==> src/rtl/mult_seq_nbit.sv <==
// mult_seq_nbit: WIDTH-bit shift-add multiplier (signed/unsigned), ports clk/rst, Start/Signed/A/B in, Busy/Done/Result/ResultHigh/Overflow out
module mult_seq_nbit #(
  parameter int WIDTH = 8
) (
  input  logic             clk,
  input  logic             rst,
  input  logic             Start,
  input  logic             Signed,
  input  logic [WIDTH-1:0] A,
  input  logic [WIDTH-1:0] B,
  output logic             Busy,
  output logic             Done,
  output logic [WIDTH-1:0] Result,
  output logic [WIDTH-1:0] ResultHigh,
  output logic             Overflow
);
  localparam int CW = $clog2(WIDTH);
  typedef enum logic [1:0] {IDLE, CALC, FIX, DONE} state_t;
  state_t             state_q;
  logic [2*WIDTH-1:0] acc_q, mcand_q;
  logic [WIDTH-1:0]   mplier_q;
  logic [CW-1:0]      cnt_q;
  logic               neg_q, sgn_q;
  logic [WIDTH-1:0]   mag_a, mag_b;
  logic [2*WIDTH-1:0] prod;
  logic               ovf;
  always_comb begin
    mag_a = (Signed && A[WIDTH-1]) ? -A : A;
    mag_b = (Signed && B[WIDTH-1]) ? -B : B;
    prod  = neg_q ? -acc_q : acc_q;
    ovf   = sgn_q ? !((&prod[2*WIDTH-1:WIDTH-1]) || !(|prod[2*WIDTH-1:WIDTH-1]))
                  : |prod[2*WIDTH-1:WIDTH];
  end
  always_ff @(posedge clk) begin
    if (rst) begin
      state_q    <= IDLE;
      acc_q      <= '0;
      mcand_q    <= '0;
      mplier_q   <= '0;
      cnt_q      <= '0;
      neg_q      <= 1'b0;
      sgn_q      <= 1'b0;
      Busy       <= 1'b0;
      Done       <= 1'b0;
      Result     <= '0;
      ResultHigh <= '0;
      Overflow   <= 1'b0;
    end else begin
      case (state_q)
        IDLE, DONE: begin
          Done <= 1'b0;
          if (Start) begin
            sgn_q    <= Signed;
            neg_q    <= Signed && (A[WIDTH-1] ^ B[WIDTH-1]);
            mcand_q  <= {{WIDTH{1'b0}}, mag_a};
            mplier_q <= mag_b;
            acc_q    <= '0;
            cnt_q    <= '0;
            Busy     <= 1'b1;
            state_q  <= CALC;
          end else begin
            state_q  <= IDLE;
          end
        end
        CALC: begin
          if (mplier_q[0]) acc_q <= acc_q + mcand_q;
          mcand_q  <= mcand_q << 1;
          mplier_q <= mplier_q >> 1;
          cnt_q    <= cnt_q + CW'(1);
          if (cnt_q == CW'(WIDTH - 1)) state_q <= FIX;
        end
        FIX: begin
          {ResultHigh, Result} <= prod;
          Overflow <= ovf;
          Busy     <= 1'b0;
          Done     <= 1'b1;
          state_q  <= DONE;
        end
        default: state_q <= IDLE;
      endcase
    end
  end
endmodule

==> config.mk <==
export PLATFORM = sky130hd
export DESIGN_NAME = mult_seq_nbit
export DESIGN_NICKNAME = d
export VERILOG_FILES = /design/src/rtl/mult_seq_nbit.sv
export SDC_FILE = /design/constraint.sdc
export NUM_CORES = 1
export LEC_CHECK = 0
export BUFFER_PORTS_ARGS = -buffer_cell sky130_fd_sc_hd__buf_2
export CORE_MARGIN = 8
export CORE_UTILIZATION = 43
export CTS_BUF_LIST = sky130_fd_sc_hd__clkbuf_2
export DETAILED_ROUTE_END_ITERATION = 10
export SLEW_MARGIN = 20
export SYNTH_ARGS = -nofsm -noshare
export SYNTH_HDL_FRONTEND = slang
export SYNTH_SLANG_ARGS = --single-unit
==> constraint.sdc <==
create_clock -name clk -period 2.94 [get_ports clk]
set_input_delay 0.294 -clock clk [delete_from_list [all_inputs] [get_ports clk]]
set_output_delay 0.294 -clock clk [all_outputs]
set_load 0.005 [all_outputs]
==> flow_summary.ini <==
[power_and_ir_drop]
ir_worst_vdd_uv = 381
pwr_density_cell_nw_per_um2 = 679
p_leak_nw = 1.96

[drt]
via_count = 3930
drcViolationCount = 0
totalWireLength_um = 10200
dr_iter_0_viols = 250
met3RoutedLength_um = 494
firstDrtPassIters = 7
route.antenna.remaining_nets = 0
vias_per_cell = 5.54
wl_met2_um = 4490
top_layer = met4
drt-met1-wl_um = 5070
routedWlPerCell_um = 14.3

[timing]
tightestPinTransition_ps = 921
fin_worst_hold_slack_ps = 78.8
totalNegativeSetupSlack_ps = 0
final_min_period_over_clock_period_pct = 88.2
timing.final.max_slew_violations = 0
timing.fmax_mhz = 386
period_minus_slack_ps = 2590
maxSlewHeadroom_pct = 38.6
rsz0062_at_grt = no
clock-skew-final_ps = 26.6
finalHoldViolCount = 0
finalSetupViolCount = 0

[floorplan]
top_level_ports = 39
placement_rows = 36
initial_core_util_pct = 43.4
die-area_um2 = 13100
placeable_core_region_um2 = 9590
fp.dieH_um = 114
fp.dieW_um = 114

[yosys]
synth-seq-cells = 66
ys_dominant_reg_cell = dfxtp_1
yosysUniqueCellTypes = 56
synth-warning-count = 0
synth_nets = 591
synth.yosys.seq_area_share_pct = 31.7
synth_top_cell_area_share_pct = 31.7
syn_inst = 547
synth-edff-count = 0
syn-cell-area_um2 = 4170
ys_top_cells_by_area = dfxtp_1 (32%), ha_1 (6.9%), a21oi_1 (6.6%)
synth.largest_area_cell = dfxtp_1
async_flop_share_pct = 0
synth_area_per_cell_um2 = 7.61

[layout]
antennaDiodeCount = 0
areaGrowthSynthToFinish_pct = 10.7
mostFrequentLayoutCell = dfxtp_1
final_nets = 616
post_route_cells_drive_above_1_share_pct = 12.1
final_cell_mix = dfxtp_1 (66), nand2_1 (61), nor2_1 (55), a21oi_1 (55), buf_2 (38)
fill_cells = 990

[worst_hold_path]
hp-class = in -> reg

[global_route]
number_of_antenna_violations_at_the_first_check_in_global_routing = 0
grt_max_degree = 44
global_route_wire_length_before_repair_um = 17300
globalRoute.totalOverflow = 0
grtUsageTotal_pct = 16.1
first_global_vias = 3535

[cts]
numClockSinks = 66
tritoncts = built
cts_inserted_buffers = 9
cts-root-to-sink-buffers = 2
clk_pin_slew_ps = 210
latest_clock_arrival_within_the_worst_skew_pair_ps = 530
cts-htree-levels = 3
clock-root-buffer = clkbuf_2

[critical_path]
slack_of_the_worst_reg_to_reg_path_ps = 350
worstPathCellList = ha_1, nand4_1, nor4_1, o31ai_1, mux2_2, or3_1, a31oi_1
crit_path_start_kind = flip-flop
cp_data_arrival_time_ps = 3040
maximum_net_fanout_on_the_critical_path = 8
setup.worst_path.class = reg -> reg
cpPeakStageDelay_ps = 560
critical-path-slowest-cell = nor4_1
critPathRequiredTime_ps = 3390
crit_end_category = flip-flop

[placement]
port_buffers = 38
detailed_place_hpwl_um = 7460
gpl.final_weighted_congestion = 0.931

[flow_run]
maximum_capacitance_violations = 0

[run_status]
status = finished clean
[sequential cells by signal, indices dropped and copies added, names as in the netlist]
name	count
cnt_q	3
sgn_q	1
acc_q	16
mplier_q	8
Result	8
state_q	2
ResultHigh	8
mcand_q	16
Done	1
neg_q	1
Busy	1
Overflow	1
[layout make-up]
type	instances	area [um^2]	share of cell area, %
clock buffer	9	45.0	0.977
tap	133	166	3.61
inverter	26	97.6	2.12
sequential	66	1320	28.7
timing repair buffer	47	260	5.64
multi-input combinational	422	2620	56.8
clock inverter	7	101	2.20
[worst max-delay path: cells and delay by family, from the launching register on]
| family | cells | cell delay (ps) |
|---|---|---|
| fa+ha+maj | 1 | 380 |
| flops | 1 | 420 |
| compound gates | 2 | 350 |
| mux | 1 | 310 |
| simple gates | 3 | 1060 |
[synth_stat cells (all sizes together), types with 2 or more instances]
master,number
nand2b,10
or4,6
a32o,2
o211a,2
nor2b,2
a22oi,4
xor2,12
a21o,4
nand2,61
o211ai,10
or3,12
and3,7
o21ai,27
mux2i,6
ha,23
clkbuf,28
a211oi,17
buf,5
inv,25
o21bai,3
a31oi,8
nor4,5
o31ai,7
and4,2
a32oi,2
a41oi,3
nor3,15
o21a,4
nand4,8
a21oi,55
dfxtp,66
a311oi,2
nand3,19
nor2,55
xnor2,15
[worst paths after layout]
path / start / to / cells after the start
worst max-delay path: acc_q[6]$_SDFFE_PP0P_ / acc_q[15]$_SDFFE_PP0P_ / 7
worst min-delay path: B[7] / mplier_q[7]$_SDFFE_PP0P_ / 3
worst max register to register: acc_q[6]$_SDFFE_PP0P_ / acc_q[15]$_SDFFE_PP0P_ / 7
worst min register to register: mplier_q[1]$_SDFFE_PP0P_ / mplier_q[1]$_SDFFE_PP0P_ / 2
[kinds of logic after synthesis]
group / Yosys count / synth area share, %
AOI/OAI and AO/OA: 158 / 24.2
muxes: 7 / 1.71
and+or+nand+nor: 206 / 23.9
buffers and inverters: 59 / 5.41
adders and majority gates: 24 / 7.39
DFF: 66 / 31.7
xor gates and xnor gates: 27 / 5.68
[through the flow]
stage                     cells  total power, mW  utilization, %  area [um^2]  setup WS (ps)
final                       710             3.13            48.1         4610            348
after global placement      693             2.49            46.4         4450            460
after detailed placement    693             2.50            46.4         4450            415
after global routing        710             3.39            48.1         4610            151
after CTS                   709             3.15            48.0         4600            364
after floorplan             547             2.12               -         4170            605
[report_power, final]
part           total (mW)  switching (mW)  internal [mW]
Clock               0.656           0.369          0.288
Combinational        1.26           0.808          0.457
Sequential           1.21           0.126           1.08
[metal layers]
metal / GRT usage, % / up-vias
li1: - / 2029
met1: 21.6 / 1792
met2: 24.5 / 98
met3: 3.74 / 11
met4: 5.77 / 0
met5: 0 / -
[timing repair]
action	4_1_cts	5_1_grt
endpoints found under the hold margin	0	1
resized for setup	0	0
buffers inserted	0	0
hold buffers	0	1
No activity file was read; power rests on OpenSTA's default activity.
